## src/rtl/parking_gate_ctrl.sv

```systemverilog
// Car-park entrance gate controller: password check with retry lockout, occupancy
// tracking against CAPACITY, and fully registered indicator/actuator outputs.
module parking_gate_ctrl #(
  parameter int unsigned           PW_WIDTH    = 4,
  parameter logic [PW_WIDTH-1:0]   PASSWORD    = 4'hB,
  parameter int unsigned           CAPACITY    = 8,
  parameter int unsigned           MAX_TRIES   = 3,
  parameter int unsigned           PW_TIMEOUT  = 64,
  parameter int unsigned           LOCK_CYCLES = 16,
  localparam int unsigned          CNT_W       = $clog2(CAPACITY + 1)
) (
  input  logic                clk,
  input  logic                reset_n,
  input  logic                sensor_entrance,
  input  logic                sensor_exit,
  input  logic                car_depart,
  input  logic [PW_WIDTH-1:0] password,
  input  logic                pw_valid,
  output logic                GREEN_LED,
  output logic                RED_LED,
  output logic                gate_open,
  output logic                lot_full,
  output logic                locked_out,
  output logic [CNT_W-1:0]    occupancy,
  output logic [2:0]          state_o
);

  localparam int unsigned TMR_MAX = (PW_TIMEOUT > LOCK_CYCLES) ? PW_TIMEOUT : LOCK_CYCLES;
  localparam int unsigned TMR_W   = $clog2(TMR_MAX + 1);
  localparam int unsigned TRIES_W = $clog2(MAX_TRIES + 1);

  localparam logic [CNT_W-1:0]   CAP_C     = CNT_W'(CAPACITY);
  localparam logic [TMR_W-1:0]   PW_LAST   = TMR_W'(PW_TIMEOUT - 1);
  localparam logic [TMR_W-1:0]   LOCK_LAST = TMR_W'(LOCK_CYCLES - 1);
  localparam logic [TRIES_W-1:0] TRIES_LIM = TRIES_W'(MAX_TRIES);

  typedef enum logic [2:0] {
    S_IDLE     = 3'd0,
    S_WAIT_PW  = 3'd1,
    S_WRONG_PW = 3'd2,
    S_RIGHT_PW = 3'd3,
    S_STOP     = 3'd4,
    S_LOCKOUT  = 3'd5
  } state_t;

  state_t             state_r, next_state_s;
  logic [TMR_W-1:0]   timer_r, timer_nx_s;
  logic [TRIES_W-1:0] tries_r, tries_nx_s;
  logic [CNT_W-1:0]   occupancy_r, occ_nx_s;
  logic               lot_full_r;
  logic               green_r, red_r, gate_r, locked_r;
  logic               green_nx_s, red_nx_s, gate_nx_s, locked_nx_s;
  logic               inc_s, dec_s;

  // Occupancy update: a simultaneous entry and departure cancel out.
  always_comb begin
    inc_s = (state_r == S_RIGHT_PW) && sensor_exit && (occupancy_r != CAP_C);
    dec_s = car_depart && (occupancy_r != {CNT_W{1'b0}});
    if (inc_s && !dec_s) begin
      occ_nx_s = occupancy_r + CNT_W'(1);
    end else if (dec_s && !inc_s) begin
      occ_nx_s = occupancy_r - CNT_W'(1);
    end else begin
      occ_nx_s = occupancy_r;
    end
  end

  // Next-state, retry counter and shared password/lockout timer.
  always_comb begin
    next_state_s = S_IDLE;
    tries_nx_s   = tries_r;
    timer_nx_s   = {TMR_W{1'b0}};
    case (state_r)
      S_IDLE: begin
        if (sensor_entrance && !lot_full_r) begin
          next_state_s = S_WAIT_PW;
          tries_nx_s   = {TRIES_W{1'b0}};
        end else begin
          next_state_s = S_IDLE;
        end
      end
      S_WAIT_PW, S_WRONG_PW, S_STOP: begin
        if (pw_valid) begin
          if (password == PASSWORD) begin
            next_state_s = S_RIGHT_PW;
          end else if (tries_r + TRIES_W'(1) == TRIES_LIM) begin
            next_state_s = S_LOCKOUT;
            tries_nx_s   = tries_r + TRIES_W'(1);
          end else begin
            next_state_s = S_WRONG_PW;
            tries_nx_s   = tries_r + TRIES_W'(1);
          end
        end else if (timer_r == PW_LAST) begin
          next_state_s = S_IDLE;
        end else begin
          next_state_s = state_r;
          timer_nx_s   = timer_r + TMR_W'(1);
        end
      end
      S_RIGHT_PW: begin
        if (sensor_exit) begin
          if (sensor_entrance && (occ_nx_s < CAP_C)) begin
            next_state_s = S_STOP;
            tries_nx_s   = {TRIES_W{1'b0}};
          end else begin
            next_state_s = S_IDLE;
          end
        end else begin
          next_state_s = S_RIGHT_PW;
        end
      end
      S_LOCKOUT: begin
        if (timer_r == LOCK_LAST) begin
          next_state_s = S_IDLE;
          tries_nx_s   = {TRIES_W{1'b0}};
        end else begin
          next_state_s = S_LOCKOUT;
          timer_nx_s   = timer_r + TMR_W'(1);
        end
      end
      default: begin
        next_state_s = S_IDLE;
        tries_nx_s   = {TRIES_W{1'b0}};
      end
    endcase
  end

  // Output values for the upcoming state, so the registered outputs line up with state_o.
  always_comb begin
    green_nx_s  = 1'b0;
    red_nx_s    = 1'b0;
    gate_nx_s   = 1'b0;
    locked_nx_s = 1'b0;
    case (next_state_s)
      S_IDLE:     red_nx_s = (state_r == S_IDLE) && sensor_entrance && lot_full_r;
      S_WAIT_PW:  red_nx_s = 1'b1;
      S_WRONG_PW, S_STOP: red_nx_s = (state_r != next_state_s) ? 1'b1 : ~red_r;
      S_RIGHT_PW: begin
        green_nx_s = 1'b1;
        gate_nx_s  = 1'b1;
      end
      S_LOCKOUT: begin
        red_nx_s    = 1'b1;
        locked_nx_s = 1'b1;
      end
      default: red_nx_s = 1'b0;
    endcase
  end

  // State, counters and registered outputs with synchronous active-low reset.
  always_ff @(posedge clk) begin
    if (!reset_n) begin
      state_r     <= S_IDLE;
      timer_r     <= {TMR_W{1'b0}};
      tries_r     <= {TRIES_W{1'b0}};
      occupancy_r <= {CNT_W{1'b0}};
      lot_full_r  <= 1'b0;
      green_r     <= 1'b0;
      red_r       <= 1'b0;
      gate_r      <= 1'b0;
      locked_r    <= 1'b0;
    end else begin
      state_r     <= next_state_s;
      timer_r     <= timer_nx_s;
      tries_r     <= tries_nx_s;
      occupancy_r <= occ_nx_s;
      lot_full_r  <= (occ_nx_s == CAP_C);
      green_r     <= green_nx_s;
      red_r       <= red_nx_s;
      gate_r      <= gate_nx_s;
      locked_r    <= locked_nx_s;
    end
  end

  assign GREEN_LED  = green_r;
  assign RED_LED    = red_r;
  assign gate_open  = gate_r;
  assign lot_full   = lot_full_r;
  assign locked_out = locked_r;
  assign occupancy  = occupancy_r;
  assign state_o    = state_r;

endmodule

```

## config.mk

```make
export PLATFORM = sky130hd
export DESIGN_NAME = parking_gate_ctrl
export DESIGN_NICKNAME = d
export VERILOG_FILES = /design/src/rtl/parking_gate_ctrl.sv
export SDC_FILE = /design/constraint.sdc
export NUM_CORES = 1
export LEC_CHECK = 0
export CORE_ASPECT_RATIO = 1.5
export CORE_MARGIN = 3
export CORE_UTILIZATION = 40
export CTS_CLUSTER_SIZE = 25
export DETAILED_ROUTE_END_ITERATION = 8
export SLEW_MARGIN = 20
export SYNTH_ARGS = -nofsm -noshare
export SYNTH_HDL_FRONTEND = slang
export SYNTH_SLANG_ARGS = --single-unit
```

## constraint.sdc

```tcl
create_clock -name clk -period 4.1 [get_ports clk]
set_clock_uncertainty 0.05 [all_clocks]
set_input_delay 1.025 -clock clk [delete_from_list [all_inputs] [get_ports clk]]
set_output_delay 1.025 -clock clk [all_outputs]
set_load 0.005 [all_outputs]
```

# Word level (Yosys, flattened, before mapping)
# Index checks and enable logic that the tools add are counted.
dict set report op_classes {
  n_addsub 4
  order_cmp 1
  eq_ne 23
  n_mux 26
  n_bitwise 1
  reduce_logical 19
}
# cell count
set op_table {}
lappend op_table {{two-way mux 3 bit} 7}
lappend op_table {{two-way mux 7 bit} 3}
lappend op_table {{one-hot mux 7 bit (2 select lines)} 1}
lappend op_table {{== test 3 x 2 -> 1 bit (second input constant)} 4}
lappend op_table {{== test 3 bit (second input constant)} 4}
lappend op_table {{two-way mux 2 bit} 6}
lappend op_table {{one-hot mux 3 bit (4 select lines)} 1}
lappend op_table {{inequality test 2 bit (second input constant)} 5}
lappend op_table {{logical AND 1 bit} 9}
lappend op_table {{== test 4 bit (second input constant)} 2}
lappend op_table {{two-way mux 4 bit} 2}
lappend op_table {{one-hot mux 2 bit (4 select lines)} 1}
lappend op_table {{adder 7 x 1 -> 7 bit (second input constant)} 1}
lappend op_table {{== test 7 x 4 -> 1 bit (second input constant)} 1}
lappend op_table {{== test 7 x 6 -> 1 bit (second input constant)} 1}
lappend op_table {{== test 3 x 1 -> 1 bit (second input constant)} 2}
lappend op_table {{logical NOT 3 bit} 2}
lappend op_table {{AND reduction 6 bit} 1}
lappend op_table {{adder 4 x 1 -> 4 bit (second input constant)} 1}
lappend op_table {{< comparator 4 bit (second input constant)} 1}
lappend op_table {{two-way mux 1 bit} 4}
lappend op_table {{inequality test 4 bit (second input constant)} 1}
lappend op_table {{nonzero test 4 bit} 1}
lappend op_table {{OR reduction 2 bit} 2}
lappend op_table {{other kinds (9)} 11}
dict set report totals {
  ff_bits 20
  in_bits 10
  output_inout_bits 12
  wordCells 82
}

# Logic depth before layout (Yosys ltp)
dict set report depth {
  word_depth 15
  mapped_depth 8
  ltp_nobuf 8
}

# Least setup slack after synthesis
# OpenSTA, ideal clock, no wires.
dict set report synth_path {
  path_type {input port to flip-flop}
  startpoint {input port password[2]}
  endpoint {register red_r (netlist: RED_LED)}
  setup_ps 128
  arrival_ps 2175
  required_time_ps 3922
  setup_slack_ps 1747
  path_stages 6
  n_path_buf 0
  path_cell_list {and4b_1 > and2b_1 > a311oi_1 > a21oi_1 > o41ai_2 > a21boi_1}
}
dict set report synth_via {
  elab_chain_len 7
  elab_cells_between_ends 14
  classes_between {eq/ne: 6; mux: 5; reduce/logical: 3}
}
# element line_no
set synth_lines {}
lappend synth_lines {{start: declaration} 17} ;# input logic [PW_WIDTH-1:0] password,
lappend synth_lines {{== test 4 bit (*)} 84} ;# if (password == PASSWORD) begin
lappend synth_lines {{two-way mux 3 bit (*)} 84}
lappend synth_lines {{two-way mux 3 bit (*)} 83} ;# if (pw_valid) begin
lappend synth_lines {{one-hot mux 3 bit (4 select lines) (*)} 73} ;# case (state_r)
lappend synth_lines {{inequality test 3 bit (tied with other cells)} 137} ;# S_WRONG_PW, S_STOP: red_nx_s = (state_r != next_state_s) ? 1'b1 : ~red_r;
lappend synth_lines {{two-way mux 1 bit (tied with other cells)} 137}
lappend synth_lines {{one-hot mux 1 bit (3 select lines) (*)} 134} ;# case (next_state_s)
lappend synth_lines {{end signal: assignment} 169} ;# red_r <= red_nx_s;
lappend synth_lines {{end: declaration} 51} ;# logic green_r, red_r, gate_r, locked_r;
# Every way passes the cells marked *; elsewhere a longest branch is shown, timed or not.
# A chain may end at the register's enable or synchronous reset.

# Final worst setup path
dict set report layout_path {
  startpoint {input port car_depart}
  endpoint {register tries_r[0]}
}
dict set report layout_via {
  elab_chain_len 8
  elab_cells_between_ends 10
  classes_between {order compare: 1; eq/ne: 1; mux: 2; reduce/logical: 6}
}
# element line_no
set layout_lines {}
lappend layout_lines {{start: declaration} 16} ;# input logic car_depart,
lappend layout_lines {{logical AND 1 bit (*)} 58} ;# dec_s = car_depart && (occupancy_r != {CNT_W{1'b0}});
lappend layout_lines {{logical AND 1 bit / logical NOT 1 bit (equally long branches)} {61, 59}}
lappend layout_lines {{two-way mux 4 bit / logical AND 1 bit (equally long branches)} {61, 59}}
lappend layout_lines {{two-way mux 4 bit (*)} 59} ;# if (inc_s && !dec_s) begin
lappend layout_lines {{< comparator 4 bit (*)} 102} ;# if (sensor_entrance && (occ_nx_s < CAP_C)) begin
lappend layout_lines {{logical AND 1 bit (*)} 102}
lappend layout_lines {{inequality test 2 x 1 -> 1 bit (no source line) (*)} --}
lappend layout_lines {{AND reduction 6 bit (no source line) (*)} --}
lappend layout_lines {{end signal: assignment} 155} ;# tries_r <= {TRIES_W{1'b0}};
lappend layout_lines {{end signal: assignment} 165} ;# tries_r <= tries_nx_s;
lappend layout_lines {{end: declaration} 48} ;# logic [TRIES_W-1:0] tries_r, tries_nx_s;
# Marks and branches as above.

==> results.txt <==
Status: finished, final reports clean
Number of flops mapped to enable cells by yosys: 0
Clock Latency Late Sink: 0.26 ns
Synthesized area per cell: 8.282 um2
Cts repair resizes: 0
Vias per cell: 5.668
Post-Layout Cell Count: 226
Worst-Margin Slew: 0.6293 ns
Synth warn: 0
Hold crit path type: flip-flop to flip-flop
Leakage power: 0.0006234 uW
Multi-input logic area: 887.1 um2
Final worst path period need: 2.701 ns
Synth Register Bits: 20
Final core occ: 50.69%
Routed Antenna Nets: 0
PwrDens: 443.1 nW/um2
Final hold vios: 0
Row count: 25
Flop pwr share: 36.3%
Core ar.: 3253 um2
Main synth FF type: dfxtp_1
Clock tree buffer depth: 2
Leading area contributor after synthesis: dfxtp_1
Vias in the first global route: 1,219
Fin. max-slew vios: 0
Placed cell areas: 1578 um2
Post-DP HPWL: 2.508 mm
Die ar.: 4237 um2
IO Count: 22
Critical Path RT: 4.24 ns
Starting Density: 42.77%
IO Port Bufs: 21
Routed WL per cell: 14.35 um
Setup_tns: 0 ns
Global route overflow: 0
Final routed DRC violation total: 0
CP Data Arrival Time: 2.84 ns
GRT Util Overall: 17.13%
Cell Int Power: 485.8 uW
Hold Crit Depth: 1
Nets@finish: 201
Initial DRT Pass Iterations: 4
DIE HEIGHT: 78.23 um
Gpl congestion: 0.7819
Psw: 244.9 uW
Dpl cells: 222
Largest net degree at the start of global routing: 19
Overall routed net length: 3.242 mm
Power share of the combinational group: 36.6%
Crit end category: flip-flop
Asr flop ratio synth: 0%
Final Instance Area: 1649 um2
Switching Fraction: 33.51%
Post-Syn Area: 1391 um2
H-tree Lvls: 1
Critical path class: primary input to flip-flop
Vias: 1,281
Syn nets: 182
Cell count after synthesis: 168
Synth area leaders: dfxtp_1, nand2_1, nor2_1, ha_1, a21oi_1
Final setup fails: 0
FILL cells: 318
Worst reg-to-reg path cell count: 6
CTS root buf: clkbuf_8
Reg clk slew, reported paths: 0.08 ns
Num CTS Buffers: 3
Area grow syn2layout: 18.53%
Clock Sinks: 20
Crit share post-route: 65.87%
Sequential Area: 400.4 um2
Max Cap Viol: 0
Max Clock Freq: 0.3703 GHz
RSZ-0062 raised after global routing: false
Max_slew headroom: 57.99%
Setup bufs post-CTS: 0
Initial antenna violation count: 0
Netlist cell types: 54
Share of cells above drive strength 1: 9.140%
Post-synth top area share: 28.78%
Max FO, Critical Path: 8
DIE WIDTH: 54.16 um
ANT cells: 0
Final hold slack: 0.3956 ns
Seq/Total Area, Yosys: 28.78%
Hold_buf cts: 0
Clock share of power: 27.1%
Worst vdd ir: 243.7 uV
Worst setup SP type: primary input
First-pass GRT wire length: 5.451 mm
Initial drt markers: 63
CTS tree: done
==> logic make-up (layout without fill, tap and decap cells) <==
kind of cell	Yosys count	count (layout)	share of synthesized area, %
compound gates	39	39	20.14
mux	3	3	2.158
simple gates	80	80	33.36
flops	20	20	28.78
fa+ha+maj	5	5	4.317
buf+inv	15	33	7.464
xor+xnor	6	6	3.777
==> stage by stage <==
stage                     setup WS (ns)  power [uW]
after CTS                         1.405       739.5
after global placement            1.153       533.4
after global routing              1.255       781.9
after detailed placement          1.145       540.8
after floorplan                   1.747       448.4
final                             1.399       730.7
==> final cells by class <==
class / count / share of cell area (%)
clock inverter: 1 / 1.821
sequential: 20 / 24.28
multi-input combinational: 133 / 53.79
timing repair buffer: 21 / 12.75
inverter: 8 / 1.821
tap: 40 / 3.035
clock buffer: 3 / 2.504
==> synthesized netlist by cell type (3+ instances only) <==
cell type	count
nor2_1	16
nand2b_1	3
o21ai_0	7
a31oi_1	5
nand3_1	8
inv_1	8
ha_1	4
o21ai_2	3
dfxtp_1	20
xor2_1	4
nand3b_1	4
nor3_1	5
a21oi_1	9
nand2_1	20
mux2i_1	3
o211ai_1	3
==> routing by layer <==
metal / GRT usage [%] / part of all wire, %
met4: 9.227 / 1.6
met1: 18.68 / 38
met5: 0 / 0
met3: 1.898 / 3.6
met2: 30.34 / 56
==> worst paths after layout <==
| kind | from | end | slack [ns] |
|---|---|---|---|
| worst min register to register | timer_r[0] | timer_r[0] | 0.40 |
| worst max-delay path | car_depart | tries_r[0] | 1.40 |
| worst max register to register | state_o[1] | RED_LED | 1.91 |
| worst min-delay path | timer_r[0] | timer_r[0] | 0.40 |
==> registers in the layout, summed over array words and instances (netlist names) <==
signal and cells:
timer_r 7, occupancy 4, state_o 3, tries_r 2, RED_LED 1, gate_open 1
locked_out 1, lot_full 1
==> power by group through the flow <==
stage	registers (uW)	logic [uW]	clock network, uW
CTS	265	272	202
finish	265	268	198
floorplan	253	195	0
detailed placement	270	271	0
global route	271	303	208
global placement	268	265	0
==> critical path: stages <==
cell,delay [ns]
clkdlybuf4s50_1,0.53
and4b_1,0.35
nor3_1,0.07
o21ai_2,0.17
o21ai_2,0.08
a221oi_2,0.38
mux2i_1,0.23
==> cell usage in the layout (no fill, tap or decap), types with 2 or more instances in the layout <==
| cell | count |
|---|---|
| and4b_1 | 2 |
| nor2b_1 | 2 |
| o21ai_0 | 7 |
| a31oi_1 | 5 |
| nand2b_1 | 3 |
| and2_1 | 2 |
| nor4_1 | 2 |
| nand3_1 | 8 |
| ha_1 | 4 |
| a21oi_1 | 9 |
| inv_1 | 8 |
| xor2_1 | 4 |
| and3_1 | 2 |
| o21a_1 | 2 |
| nand2_1 | 20 |
| o211ai_1 | 3 |
| o21ai_2 | 3 |
| nand3b_1 | 4 |
| clkdlybuf4s50_1 | 21 |
| nor3_1 | 5 |
| nor2_1 | 16 |
| xnor2_1 | 2 |
| clkbuf_8 | 3 |
| dfxtp_1 | 20 |
| mux2i_1 | 3 |
Power figures use the tool's default switching activity.
